**src/rtl/mem_store_pkg.sv**
```systemverilog
// Shared definitions for the store router: funct3 codes, address region bits,
// the MMIO posting-queue entry and the byte-lane alignment helper.
package mem_store_pkg;

    localparam int DATA_W   = 32;
    localparam int WEA_W    = 4;
    localparam int CH_MAX_W = 6;

    localparam logic [2:0] F3_SB = 3'b000;
    localparam logic [2:0] F3_SH = 3'b001;
    localparam logic [2:0] F3_SW = 3'b010;

    localparam int DMEM_BIT = 28;
    localparam int IMEM_BIT = 29;
    localparam int MMIO_BIT = 31;

    typedef struct packed {
        logic [CH_MAX_W-1:0] ch;
        logic [WEA_W-1:0]    wea;
        logic [DATA_W-1:0]   data;
    } mmio_entry_t;

    typedef struct packed {
        logic              known;
        logic              misaligned;
        logic [WEA_W-1:0]  wea;
        logic [DATA_W-1:0] data;
    } lane_t;

    // Byte-lane placement of a store; wea stays zero for unknown or misaligned stores.
    function automatic lane_t align_store(input logic [2:0]        funct3,
                                          input logic [1:0]        offs,
                                          input logic [DATA_W-1:0] rs2);
        lane_t lane;
        lane = '0;
        case (funct3)
            F3_SB: begin
                lane.known = 1'b1;
                lane.wea   = 4'b0001 << offs;
                lane.data  = {24'h0, rs2[7:0]} << {offs, 3'b000};
            end
            F3_SH: begin
                lane.known      = 1'b1;
                lane.misaligned = offs[0];
                lane.data       = offs[1] ? {rs2[15:0], 16'h0} : {16'h0, rs2[15:0]};
                if (!offs[0]) begin
                    lane.wea = offs[1] ? 4'b1100 : 4'b0011;
                end
            end
            F3_SW: begin
                lane.known      = 1'b1;
                lane.misaligned = (offs != 2'b00);
                lane.data       = rs2;
                if (offs == 2'b00) begin
                    lane.wea = 4'b1111;
                end
            end
            default: lane = '0;
        endcase
        return lane;
    endfunction

endpackage

```
**src/rtl/store_fifo.sv**
```systemverilog
// Small posting FIFO: registered pointers and occupancy, head visible combinationally.
module store_fifo #(
    parameter int WIDTH = 8,
    parameter int DEPTH = 4
) (
    input  logic                     clk,
    input  logic                     rst,
    input  logic                     push,
    input  logic [WIDTH-1:0]         wdata,
    input  logic                     pop,
    output logic [WIDTH-1:0]         rdata,
    output logic                     full,
    output logic                     empty,
    output logic [$clog2(DEPTH):0]   count
);

    localparam int PTR_W = $clog2(DEPTH);
    localparam int CNT_W = PTR_W + 1;

    logic [WIDTH-1:0] mem [DEPTH];
    logic [PTR_W-1:0] wr_ptr;
    logic [PTR_W-1:0] rd_ptr;
    logic             do_push;
    logic             do_pop;

    assign full    = (count == CNT_W'(DEPTH));
    assign empty   = (count == '0);
    assign do_push = push & ~full;
    assign do_pop  = pop & ~empty;
    assign rdata   = mem[rd_ptr];

    always_ff @(posedge clk) begin
        if (rst) begin
            wr_ptr <= '0;
            rd_ptr <= '0;
            count  <= '0;
        end else begin
            if (do_push) begin
                wr_ptr <= (wr_ptr == PTR_W'(DEPTH - 1)) ? '0 : wr_ptr + 1'b1;
            end
            if (do_pop) begin
                rd_ptr <= (rd_ptr == PTR_W'(DEPTH - 1)) ? '0 : rd_ptr + 1'b1;
            end
            case ({do_push, do_pop})
                2'b10:   count <= count + 1'b1;
                2'b01:   count <= count - 1'b1;
                default: count <= count;
            endcase
        end
    end

    // Storage carries no reset; only occupancy decides what is valid.
    always_ff @(posedge clk) begin
        if (do_push) begin
            mem[wr_ptr] <= wdata;
        end
    end

endmodule

```
**src/rtl/mem_store_router.sv**
```systemverilog
// Routes core stores to DMEM/IMEM byte enables or an MMIO posting queue,
// and flags misaligned or out-of-range channel stores.
module mem_store_router
    import mem_store_pkg::*;
#(
    parameter int N_CH   = 16,
    parameter int DEPTH  = 4,
    parameter int CH_LSB = 2,
    localparam int IDX_W = $clog2(N_CH),
    localparam int CH_W  = (IDX_W > 0) ? IDX_W : 1
) (
    input  logic                     clk,
    input  logic                     rst,
    input  logic                     st_valid,
    input  logic [31:0]              st_addr,
    input  logic [31:0]              st_data,
    input  logic [2:0]               st_funct3,
    input  logic                     pc30,
    output logic                     st_stall,
    output logic [31:0]              mem_wdata,
    output logic [3:0]               dmem_wea,
    output logic [3:0]               imem_wea,
    output logic                     mmio_valid,
    input  logic                     mmio_ready,
    output logic [CH_W-1:0]          mmio_ch,
    output logic [3:0]               mmio_wea,
    output logic [31:0]              mmio_wdata,
    output logic [N_CH-1:0]          mmio_pulse,
    output logic                     fault,
    output logic [31:0]              fault_addr,
    output logic [$clog2(DEPTH):0]   fifo_count
);

    lane_t               lane_p0;
    logic [CH_MAX_W-1:0] ch_idx_p0;
    logic                ch_bad_p0;
    logic                is_mmio_p0;
    logic                write_ok_p0;
    logic                push_p0;
    logic                pop_p0;
    logic                fault_p0;
    logic                fifo_full;
    logic                fifo_empty;
    mmio_entry_t         entry_in;
    mmio_entry_t         head;

    // Stage p0: decode and lane alignment, all combinational from the request.
    assign lane_p0 = align_store(st_funct3, st_addr[1:0], st_data);

    generate
        if (IDX_W == 0) begin : g_one_ch
            assign ch_idx_p0 = '0;
        end else begin : g_multi_ch
            assign ch_idx_p0 = CH_MAX_W'(st_addr[CH_LSB +: IDX_W]);
        end
    endgenerate

    assign is_mmio_p0  = st_addr[MMIO_BIT];
    assign ch_bad_p0   = ({1'b0, ch_idx_p0} >= 7'(N_CH));
    assign write_ok_p0 = st_valid & lane_p0.known & ~lane_p0.misaligned;

    assign mem_wdata = lane_p0.data;
    assign dmem_wea  = (write_ok_p0 & ~is_mmio_p0 & st_addr[DMEM_BIT]) ? lane_p0.wea : '0;
    assign imem_wea  = (write_ok_p0 & ~is_mmio_p0 & st_addr[IMEM_BIT] & pc30) ? lane_p0.wea : '0;

    // Stall depends only on registered occupancy, never on mmio_ready.
    assign st_stall = st_valid & lane_p0.known & is_mmio_p0 & fifo_full;

    assign push_p0  = write_ok_p0 & is_mmio_p0 & ~ch_bad_p0 & ~fifo_full & ~rst;
    assign fault_p0 = st_valid & lane_p0.known & ~st_stall &
                      (lane_p0.misaligned | (is_mmio_p0 & ch_bad_p0));

    assign entry_in.ch   = ch_idx_p0;
    assign entry_in.wea  = lane_p0.wea;
    assign entry_in.data = lane_p0.data;

    store_fifo #(
        .WIDTH ($bits(mmio_entry_t)),
        .DEPTH (DEPTH)
    ) u_fifo (
        .clk   (clk),
        .rst   (rst),
        .push  (push_p0),
        .wdata (entry_in),
        .pop   (pop_p0),
        .rdata (head),
        .full  (fifo_full),
        .empty (fifo_empty),
        .count (fifo_count)
    );

    // Head side: a reset cycle neither presents nor strobes a stale entry.
    assign mmio_valid = ~fifo_empty & ~rst;
    assign pop_p0     = mmio_valid & mmio_ready;
    assign mmio_ch    = head.ch[CH_W-1:0];
    assign mmio_wea   = head.wea;
    assign mmio_wdata = head.data;
    assign mmio_pulse = pop_p0 ? (N_CH'(1) << head.ch) : '0;

    // Stage p1: registered fault pulse and sticky captured address.
    always_ff @(posedge clk) begin
        if (rst) begin
            fault      <= 1'b0;
            fault_addr <= '0;
        end else begin
            fault <= fault_p0;
            if (fault_p0) begin
                fault_addr <= st_addr;
            end
        end
    end

endmodule

```
**config.mk**
```make
export PLATFORM = sky130hd
export DESIGN_NAME = mem_store_router
export DESIGN_NICKNAME = d
export VERILOG_FILES = /design/src/rtl/mem_store_pkg.sv /design/src/rtl/store_fifo.sv /design/src/rtl/mem_store_router.sv
export SDC_FILE = /design/constraint.sdc
export NUM_CORES = 1
export LEC_CHECK = 0
export ABC_AREA = 0
export CAP_MARGIN = 15
export CELL_PAD_IN_SITES_DETAIL_PLACEMENT = 1
export CELL_PAD_IN_SITES_GLOBAL_PLACEMENT = 2
export CORE_ASPECT_RATIO = 1.75
export CORE_MARGIN = 2
export CORE_UTILIZATION = 34
export DETAILED_ROUTE_END_ITERATION = 8
export HOLD_SLACK_MARGIN = 0.06
export PLACE_DENSITY_LB_ADDON = 0.1
export SKIP_LAST_GASP = 1
export SLEW_MARGIN = 15
export SYNTH_ARGS = -nofsm -noshare
export SYNTH_HDL_FRONTEND = slang
export SYNTH_SLANG_ARGS = --single-unit
```
**constraint.sdc**
```tcl
create_clock -name clk -period 3.4 [get_ports clk]
set_input_delay 0.51 -clock clk [delete_from_list [all_inputs] [get_ports clk]]
set_output_delay 0.51 -clock clk [all_outputs]
set_load 0.02 [all_outputs]
```
# [Word level (Yosys, flattened, before mapping)]
# Memory sizes are Yosys's and may differ from the RTL's. A register that Yosys moved wholly into a read port is not among the register bits.
# Index checks and enable logic that the tools add are counted.
[op_classes] bitwise=27 add_sub_neg=4 reduce_logical=6 n_eq_ne=7 mux=17 n_shift=3 order_cmp=1
[ops] operator="36-bit one-hot mux with 3 select lines" count=1
[ops] operator="32-bit two-way mux" count=1
[ops] operator="8-bit by 5-bit left shift with 32-bit output" count=1
[ops] operator="4-bit two-way mux" count=5
[ops] operator="1-bit bitwise AND" count=19
[ops] operator="16-bit two-way mux" count=1
[ops] operator="1-bit by 6-bit left shift with 16-bit output (first input constant)" count=1
[ops] operator="2-bit two-way mux" count=4
[ops] operator="1-bit NOT" count=7
[ops] operator="2-bit equality test (second input constant)" count=3
[ops] operator="3-bit zero test" count=2
[ops] operator="3-bit one-hot mux with 2 select lines" count=1
[ops] operator="4-bit by 5-bit >= comparator with 1-bit output (second input constant)" count=1
[ops] operator="2-bit by 1-bit adder with 2-bit output (second input constant)" count=2
[ops] operator="2-bit nonzero test" count=2
[ops] operator="1-bit by 2-bit left shift with 4-bit output (first input constant)" count=1
[ops] operator="3-bit by 1-bit adder with 3-bit output (second input constant)" count=1
[ops] operator="3-bit by 1-bit equality test with 1-bit output (second input constant)" count=1
[ops] operator="3-bit by 2-bit equality test with 1-bit output (second input constant)" count=1
[ops] operator="3-bit equality test (second input constant)" count=1
[ops] operator="1-bit two-way mux" count=3
[ops] operator="3-bit OR reduction" count=1
[ops] operator="3-bit by 1-bit subtractor with 3-bit output (second input constant)" count=1
[ops] operator="2-bit by 1-bit equality test with 1-bit output (second input constant)" count=1
[ops] operator="3 further kinds" count=3
[totals] memories=1 mem_bits_rw=160 wordCells=71 out_inout_bits=134 ff_bits=40
[memory_table] name="u_fifo.mem" depth=4 word_bits=40 rd=1 rd_clocked_by_memory_dff=1 wr=1 line_no="store_fifo.sv:20" text="logic [WIDTH-1:0] mem [DEPTH];"

# [Longest topological paths before layout]
# Gate-level depths: netlist (run 1).
[depth] word_depth=12 mapped_depth=12

# [Cells and area by module]
# Synthesis (run 1) repeated with hierarchy kept, for this count alone.
[unflattened] cells_unflattened=592 hier_area_um2=9110.0
[by_module_without_submodules] mod="store_fifo" area_each_um2=6545.0 instances=1 cells_each=274
[by_module_without_submodules] mod="mem_store_router" area_each_um2=2565.0 instances=1 cells_each=318

# [Worst setup path after synthesis (run 1)]
# Ideal clock, no wire load.
[synth_timing] kind="input to register" startpoint="in st_funct3[1]" endpoint="mem u_fifo.mem[3][0] (netlist name) (enable)" path_buffers=2 setup_ns=0.401 cell_stages=6 slack_ns=0.480 arrival_time_ns=2.519 path_cell_list="buf_4 -> and2b_1 -> a32oi_2 -> and3_1 -> buf_2 -> and2_1"
[synth_via] elab_chain_cells=12 elab_cells_between_ends=16 classes_between="eq/ne (2); mux (4); bitwise (8); reduce/logical (2)"
[synth_lines] element="start, declared" line_no="mem_store_router.sv:17" text="input logic [2:0] st_funct3,"
[synth_lines] element="3-bit by 2-bit equality test with 1-bit output, or another cell as far along" line_no="mem_store_pkg.sv:36" text="case (funct3)"
[synth_lines] element="3-bit OR reduction (no source line)"
[synth_lines] element="1-bit two-way mux" line_no="mem_store_pkg.sv:36"
[synth_lines] element="1-bit bitwise AND" line_no="mem_store_router.sv:60" text="assign write_ok_p0 = st_valid & lane_p0.known & ~lane_p0.misaligned;"
[synth_lines] element="1-bit bitwise AND *" line_no="mem_store_router.sv:60"
[synth_lines] element="1-bit bitwise AND * (4 in series)" line_no="mem_store_router.sv:69" text="assign push_p0 = write_ok_p0 & is_mmio_p0 & ~ch_bad_p0 & ~fifo_full & ~rst;"
[synth_lines] element="1-bit bitwise AND *" line_no="store_fifo.sv:28" text="assign do_push = push & ~full;"
[synth_lines] element="1-bit two-way mux *" line_no="store_fifo.sv:54" text="if (do_push) begin"
[synth_lines] element="1-bit two-way mux (implied by the code) *" line_no="store_fifo.sv:55" text="mem[wr_ptr] <= wdata;"
[synth_lines] element="end, declared" line_no="store_fifo.sv:20"
# Every way passes the cells marked *; elsewhere a longest branch is shown, timed or not.

# [Worst setup path after layout (run 1)]
[layout_timing] startpoint="in st_funct3[1]" endpoint="out imem_wea[2]"
[layout_via] elab_chain_cells=9 elab_cells_between_ends=14 classes_between="eq/ne (2); mux (4); bitwise (6); reduce/logical (2)"
[layout_lines] element="3-bit by 2-bit equality test with 1-bit output, or another cell as far along" line_no="mem_store_pkg.sv:36"
[layout_lines] element="3-bit OR reduction (no source line)"
[layout_lines] element="1-bit two-way mux" line_no="mem_store_pkg.sv:36"
[layout_lines] element="1-bit bitwise AND (2 in series)" line_no="mem_store_router.sv:60"
[layout_lines] element="1-bit bitwise AND (3 in series)" line_no="mem_store_router.sv:64" text="assign imem_wea = (write_ok_p0 & ~is_mmio_p0 & st_addr[IMEM_BIT] & pc30) ? lane_p0.wea : '0;"
[layout_lines] element="4-bit two-way mux *" line_no="mem_store_router.sv:64"
[layout_lines] element="end, declared" line_no="mem_store_router.sv:22" text="output logic [3:0] imem_wea,"
# Marks and branches as above.

==> impl_metrics.py, run 1 <==
metrics = {
    "global_route": {
        "first_global_vias": 6302,
        "globalRouteMet3Util": 0.04266,
        "grt_use_met2": 0.3366,
        "gr-max-usage-layer": "met2",
        "grtUsageTotal": 0.1833,
        "pin_count_of_the_biggest_net_entering_global_routing": 51,
        "gr-usage-met1": 0.2071,
        "grt_first_pass_wirelength_um": 37650,
        "final_global_route_overflow_total": 0,
        "antenna_found_initial": 1,
    },
    "clocking": {
        "clk_root_buffer_cell": "sky130_fd_sc_hd__clkbuf_16",
        "clock_tree.buffer_depth": 3,
        "clock_insertion_delay_worst_skew_ns": 0.50,
        "cts_tree": "yes",
        "clock_sink_count": 202,
        "numCtsBuffers": 21,
        "htreeDepth": 1,
        "post_cts_buffers": 0,
        "cts.clk_slew.worst_paths_ns": 0.06,
    },
    "power_and_ir_drop": {
        "seq_power_share": 0.491,
        "power_switching_mw": 1.165,
        "netSwitchingFraction": 0.2130,
        "maximum_vdd_ir_drop_v": 0.0003715,
        "power-per-cell-area_nw_per_um2": 464.9,
        "clock_power_share": 0.425,
        "internal_power_mw": 4.305,
        "share_comb_of_total_power": 0.084,
        "total_leakage_power_nw": 4.061,
    },
    "synth": {
        "number_of_distinct_library_cells_after_synthesis": 48,
        "synthesis.instances": 575,
        "synth_seq_cells": 202,
        "post_synthesis_net_count": 654,
        "ys_flop_type": "sky130_fd_sc_hd__edfxtp_1",
        "synth-edff-count": 160,
        "ys_async_sr_fraction": 0,
        "per_instance_average_area_after_synthesis_um2": 14.97,
        "synth_seq_area_share": 0.6557,
        "syn-cell-area_um2": 8610,
        "yosys_warnings": 0,
    },
    "setup_path": {
        "internal_reg_to_reg_setup_slack_ns": 1.00,
        "worst_r2r_startpoint": "u_fifo.count[2]",
        "crit_path_max_fanout": 19,
        "setup.worst_path.end_class": "primary output",
        "timing.critical_path.required_ns": 2.89,
        "r2r.worst_path.cells": 11,
        "worst_ep_arrival_time_ns": 2.78,
        "critical_path_class": "primary input to primary output",
        "worstReg2RegEnd": "u_fifo.count[2]",
        "cp-start-kind": "primary input",
    },
    "timing": {
        "grt_setup_unrepaired": "false",
        "tightest_slew_ns": 0.5959,
        "final_min_period_over_clock_period": 0.9671,
        "fin_tns_setup_ns": 0,
        "finalMaxSlewViolations": 0,
        "max_freq_mhz": 304.1,
        "period_minus_slack_ns": 3.288,
        "timing.final.setup_violations": 0,
        "timing.slew.headroom": 0.6027,
        "hold_violations": 0,
        "clock_skew_ns": 0.008807,
    },
    "die": {
        "die-area_um2": 26660,
        "core_area_um2": 25050,
        "floorplan.io_pins": 206,
        "floorplan.rows": 77,
        "floorplan.initialDensity": 0.3437,
        "die_y_um": 214.5,
        "die_width_um": 124.3,
    },
    "hold_path": {
        "worstHoldPathCells": 2,
        "worstHoldPathType": "register to register",
        "hold_path_startpoint": "fault_addr[18]",
        "hold-path-endpoint": "fault_addr[18]",
    },
    "layout": {
        "layout.cells.most_common_list": "197 x sky130_fd_sc_hd__clkdlybuf4s50_1, 160 x sky130_fd_sc_hd__edfxtp_1, 79 x sky130_fd_sc_hd__nand2_1, 43 x sky130_fd_sc_hd__buf_4",
        "design_area_um2": 11770,
        "layout-drive-gt1-share": 0.1660,
        "insertedDiodeCount": 0,
        "layout.cells.most_common": "sky130_fd_sc_hd__clkdlybuf4s50_1",
        "flow.area_growth_from_synthesis_pct": 36.68,
        "final.fill_count": 2558,
        "design.final.nets": 866,
        "number_of_cells_in_the_finished_layout_apart_from_fillers": 1117,
    },
    "route": {
        "number_of_design_rule_violations_left_by_the_first_detailed_router_iteration": 334,
        "ant_nets": 0,
        "drt-pass1-iter-count": 4,
        "avgRoutedWirePerCell_um": 21.86,
        "routed_wl_um": 24420,
        "drt_drc_violations_left": 0,
        "ratio_of_routed_vias_to_standard_cells": 4.948,
        "dr_total_vias": 5527,
    },
    "run_status": {
        "run_status": "complete, no violations",
    },
    "placed_design": {
        "dpl_cell_area_um2": 11050,
        "detail_placement_hpwl_um": 17580,
        "placed_cells": 1080,
        "io_buffers": 205,
        "place_congestion": 0.7685,
    },
    "job": {
        "max-cap-violations": 0,
    },
}
-- power by group through the flow --
stage	clock network, mW	logic, mW	registers (mW)
3_5_place_dp	0	0.466	2.74
3_3_place_gp	0	0.460	2.74
6_report	2.33	0.459	2.68
4_1_cts	2.41	0.468	2.68
2_1_floorplan	0	0.220	2.74
5_1_grt	2.49	0.493	2.69
-- synthesized netlist by cell type (2+ instances only) --
master | count | area share
sky130_fd_sc_hd__a21oi_1 | 4 | 0.0023
sky130_fd_sc_hd__a22o_1 | 12 | 0.012
sky130_fd_sc_hd__a22oi_1 | 13 | 0.011
sky130_fd_sc_hd__and2_1 | 15 | 0.011
sky130_fd_sc_hd__and3_1 | 2 | 0.0015
sky130_fd_sc_hd__buf_1 | 2 | 0.00087
sky130_fd_sc_hd__buf_2 | 8 | 0.0047
sky130_fd_sc_hd__buf_4 | 33 | 0.029
sky130_fd_sc_hd__buf_6 | 4 | 0.0052
sky130_fd_sc_hd__clkbuf_1 | 15 | 0.0065
sky130_fd_sc_hd__dfxtp_1 | 42 | 0.098
sky130_fd_sc_hd__edfxtp_1 | 160 | 0.56
sky130_fd_sc_hd__ha_1 | 6 | 0.0087
sky130_fd_sc_hd__inv_1 | 11 | 0.0048
sky130_fd_sc_hd__mux2i_1 | 31 | 0.036
sky130_fd_sc_hd__mux4_2 | 40 | 0.10
sky130_fd_sc_hd__nand2_1 | 79 | 0.034
sky130_fd_sc_hd__nand2b_1 | 7 | 0.0051
sky130_fd_sc_hd__nand4_1 | 3 | 0.0022
sky130_fd_sc_hd__nor2_1 | 39 | 0.017
sky130_fd_sc_hd__nor2b_1 | 3 | 0.0022
sky130_fd_sc_hd__nor3_1 | 3 | 0.0017
sky130_fd_sc_hd__nor3b_1 | 4 | 0.0035
sky130_fd_sc_hd__nor4_2 | 2 | 0.0029
sky130_fd_sc_hd__o21ai_0 | 12 | 0.0070
sky130_fd_sc_hd__o31ai_1 | 2 | 0.0017
sky130_fd_sc_hd__xor2_1 | 2 | 0.0020
-- kinds of logic after synthesis --
logic type                 after synthesis  synth area share
DFF                                    202            0.6557
and+or+nand+nor                        169           0.09403
buffers and inverters                   73           0.05086
muxes                                   71            0.1407
AOI/OAI and AO/OA                       50           0.04374
adders and majority gates                7           0.01104
xor gates and xnor gates                 3          0.003925
-- worst max-delay path: stages --
cell and delay [ns]:
sky130_fd_sc_hd__clkdlybuf4s50_1 0.51, sky130_fd_sc_hd__buf_12 0.17, sky130_fd_sc_hd__or3b_2 0.47, sky130_fd_sc_hd__a211o_1 0.36, sky130_fd_sc_hd__nor2_1 0.13, sky130_fd_sc_hd__clkdlybuf4s50_1 0.62
-- cell type report --
| cell class | instances | area (um^2) | area share |
|---|---|---|---|
| sequential | 202 | 5650 | 0.4802 |
| multi-input combinational | 300 | 2531 | 0.2151 |
| tap | 316 | 395.4 | 0.03360 |
| clock buffer | 27 | 568.0 | 0.04827 |
| timing repair buffer | 251 | 2455 | 0.2086 |
| clock inverter | 10 | 126.4 | 0.01074 |
| inverter | 11 | 41.29 | 0.003509 |
-- worst max-delay path by stage --
| stage | from | depth (start not counted) | to |
|---|---|---|---|
| CTS | register | 3 | mmio_wea[3] |
| detailed placement | st_addr[1] | 7 | mem_wdata[19] |
| global placement | st_funct3[1] | 6 | imem_wea[2] |
| global route | register | 5 | mmio_pulse[8] |
| floorplan | st_funct3[1] | 6 | u_fifo.mem[3][0] |
| finish | st_funct3[1] | 6 | imem_wea[2] |
-- repair_timing --
action / 4_1_cts / 5_1_grt
hold endpoints to repair: 0 / 0
endpoints found under the setup margin: 17 / 12
hold buffers: 0 / 0
gates resized for setup: 1 / 8
-- flip-flops by register name, indices dropped and copies added (netlist names), named ones only --
| register | cells |
|---|---|
| fault_addr | 32 |
| fault | 1 |
| u_fifo.rd_ptr | 2 |
| u_fifo.mem | 160 |
| u_fifo.wr_ptr | 2 |
| u_fifo.count | 3 |
-- metrics by stage --
stage / worst slack, ns / utilization / total power [mW] / hold WS (ns)
6_report: 0.1119 / 0.4698 / 5.471 / 0.4523
5_1_grt: 0.003036 / 0.4698 / 5.665 / 0.4847
4_1_cts: 0.06873 / 0.4690 / 5.561 / 0.4593
3_5_place_dp: 0.1163 / 0.4412 / 3.205 / 0.4525
3_3_place_gp: 0.1486 / 0.4412 / 3.197 / 0.4439
2_1_floorplan: 0.4802 / - / 2.963 / 0.4626
-- metal layers --
metal  up-vias  part of all wire
li1       2525                 -
met1      2786              0.38
met2       181              0.54
met3        33             0.062
met4         2             0.025
met5         -           0.00049
No activity file was read; power rests on OpenSTA's default activity.
==> inputs of run 2 (changes only) <==
--- a/config.mk
+++ b/config.mk
@@ -13,6 +13,7 @@
 export CORE_MARGIN = 2
 export CORE_UTILIZATION = 34
 export DETAILED_ROUTE_END_ITERATION = 8
+export GPL_TIMING_DRIVEN = 0
 export HOLD_SLACK_MARGIN = 0.06
 export PLACE_DENSITY_LB_ADDON = 0.1
 export SKIP_LAST_GASP = 1
==> run 2 against run 1 <==
- combinational power is 7.0% higher
- highest routed layer unchanged
- non-clock buffer count is 25 higher
- clock power grew 16%
- critical path depth grew 1
- critical endpoint is now imem_wea[3]
- sequential share of layout area decreased by 1.6 points
- design area increased by 3.4%
- flip-flop and latch count unchanged
- total power rose by 7.3%
- cell count up 2.2%
- maximum frequency fell by 1.5%
- clock-buffer cell count shrank 6
- global-route usage up 0.37 points
==> impl_metrics.py, run 2 (synthesis gave the netlist of run 1 again) <==
metrics = {
    "run_status": {
        "run_status": "complete, no violations",
    },
    "timing": {
        "fin_tns_setup_ns": 0,
        "finalMaxSlewViolations": 0,
        "clock_skew_ns": 0.008254,
        "max_freq_mhz": 299.5,
        "period_minus_slack_ns": 3.339,
        "final_min_period_over_clock_period": 0.9820,
        "timing.final.setup_violations": 0,
        "timing.slew.headroom": 0.4687,
        "fin_ws_ns": 0.06119,
        "hold_violations": 0,
        "whs_ns": 0.4663,
        "grt_setup_unrepaired": "true",
        "tightest_slew_ns": 0.7970,
    },
    "clocking": {
        "cts.clk_slew.worst_paths_ns": 0.07,
        "htreeDepth": 1,
        "clock_sink_count": 202,
        "numCtsBuffers": 20,
        "clock_insertion_delay_worst_skew_ns": 0.49,
        "cts_tree": "yes",
        "clock_tree.buffer_depth": 3,
        "clk_root_buffer_cell": "sky130_fd_sc_hd__clkbuf_16",
    },
    "route": {
        "number_of_design_rule_violations_left_by_the_first_detailed_router_iteration": 368,
        "ratio_of_routed_vias_to_standard_cells": 4.935,
        "dr_total_vias": 5636,
        "drt_drc_violations_left": 0,
        "avgRoutedWirePerCell_um": 21.98,
        "drt-pass1-iter-count": 4,
        "routed_wl_um": 25100,
        "ant_nets": 0,
    },
    "placed_design": {
        "place_worst_setup_slack_ns": -0.7519,
        "dpl_cell_area_um2": 11080,
        "place_congestion": 0.7194,
        "io_buffers": 203,
        "detail_placement_hpwl_um": 18080,
    },
    "global_route": {
        "antenna_found_initial": 2,
        "grtUsageTotal": 0.1870,
        "grt_first_pass_wirelength_um": 38630,
        "final_global_route_overflow_total": 0,
        "pin_count_of_the_biggest_net_entering_global_routing": 41,
        "first_global_vias": 6510,
    },
    "setup_path": {
        "crit_path_max_fanout": 10,
        "cp-start-kind": "primary input",
        "timing.critical_path.required_ns": 2.89,
        "setup.worst_path.end_class": "primary output",
        "worst_ep_arrival_time_ns": 2.83,
        "critical_path_class": "primary input to primary output",
    },
    "layout": {
        "final.fill_count": 2502,
        "layout.cells.most_common": "sky130_fd_sc_hd__clkdlybuf4s50_1",
        "largest_reg_flops": 160,
        "layout-drive-gt1-share": 0.2145,
        "design.final.nets": 890,
        "largestRegisters": "u_fifo.mem (160), fault_addr (32), u_fifo.count (3)",
        "largest-register": "u_fifo.mem",
        "design_area_um2": 12170,
        "finalCoreUtilization": 0.4859,
        "flow.area_growth_from_synthesis_pct": 41.36,
        "layout.cells.most_common_list": "186 x sky130_fd_sc_hd__clkdlybuf4s50_1, 160 x sky130_fd_sc_hd__edfxtp_1, 79 x sky130_fd_sc_hd__nand2_1, 44 x sky130_fd_sc_hd__buf_4, 42 x sky130_fd_sc_hd__dfxtp_1",
    },
    "die": {
        "floorplan.initialDensity": 0.3437,
        "floorplan.rows": 77,
        "die-area_um2": 26660,
        "core_area_um2": 25050,
        "die_width_um": 124.3,
        "floorplan.io_pins": 206,
        "die_y_um": 214.5,
    },
    "power_and_ir_drop": {
        "total_leakage_power_nw": 4.382,
        "power-per-cell-area_nw_per_um2": 482.3,
        "maximum_vdd_ir_drop_v": 0.0002940,
    },
    "job": {
        "max-cap-violations": 0,
    },
    "hold_path": {
        "worstHoldPathType": "register to register",
    },
}
run 2: changes by cell type in the layout (fill, tap and decap cells not counted), moves of 4 or more:
cell | before | now
sky130_fd_sc_hd__o21ai_0 | 12 | 4
sky130_fd_sc_hd__bufinv_16 | 3 | 8
sky130_fd_sc_hd__dlymetal6s2s_1 | 8 | 15
sky130_fd_sc_hd__clkdlybuf4s50_1 | 197 | 186
sky130_fd_sc_hd__clkbuf_1 | 4 | 10
sky130_fd_sc_hd__nor2_2 | 0 | 4
sky130_fd_sc_hd__nor2_1 | 39 | 34
sky130_fd_sc_hd__a22o_4 | 0 | 4
sky130_fd_sc_hd__buf_6 | 0 | 4
sky130_fd_sc_hd__o21ai_2 | 0 | 8
sky130_fd_sc_hd__a22o_1 | 12 | 6
sky130_fd_sc_hd__buf_2 | 0 | 8
run 2: per-layer routing:
layer	up-vias	GRT usage	wire [um]
li1	2586	-	-
met1	2850	0.2000	9034
met2	168	0.3659	14260
met3	30	0.04316	1375
met4	2	0.04345	414
met5	-	0	16
run 2: cell type report:
type	instances	area, um^2	share of cell area
Antenna cell	1	2.502	0.0002056
Sequential cell	202	5645	0.4639
Buffer	61	410.4	0.03372
Multi-Input combinational cell	300	2659	0.2185
Inverter	11	41.29	0.003393
Clock buffer	21	525.5	0.04318
Timing Repair Buffer	215	2207	0.1814
Tap cell	316	395.4	0.03249
Clock inverter	15	284.0	0.02334
run 2: power by group:
group / total, mW / internal [mW] / switching (mW)
sequential: 2.68 / 2.67 / 0.00776
clock: 2.70 / 1.74 / 0.961
combinational: 0.491 / 0.241 / 0.250
run 2: critical path, cell delays in order:
cell                              delay, ns
sky130_fd_sc_hd__clkdlybuf4s50_1       0.48
sky130_fd_sc_hd__buf_4                 0.22
sky130_fd_sc_hd__or3b_2                0.49
sky130_fd_sc_hd__a21oi_1               0.16
sky130_fd_sc_hd__o21ai_0               0.18
sky130_fd_sc_hd__nor2_1                0.15
sky130_fd_sc_hd__clkdlybuf4s50_1       0.64
run 2: worst paths after layout:
path	startpoint	end	slack, ns	depth (start not counted)
worst max-delay path	st_addr[1]	imem_wea[3]	0.06	7
worst min-delay path	fault_addr[6]	fault_addr[6]	0.47	2
worst max register to register	u_fifo.count[2]	u_fifo.count[2]	0.37	11
worst min register to register	fault_addr[6]	fault_addr[6]	0.47	2
run 2: metrics by stage:
stage	cells	power, mW
2_1_floorplan	575	2.963
3_3_place_gp	1094	3.197
3_5_place_dp	1096	3.209
4_1_cts	1136	5.924
5_1_grt	1142	6.061
6_report	1142	5.870
run 2: timing repair:
item | CTS | global route
setup buffers | 5 | 5
hold buffers | 0 | 0
pin swaps | 3 | 2
gates resized for setup | 35 | 33
setup endpoints to repair | 79 | 54
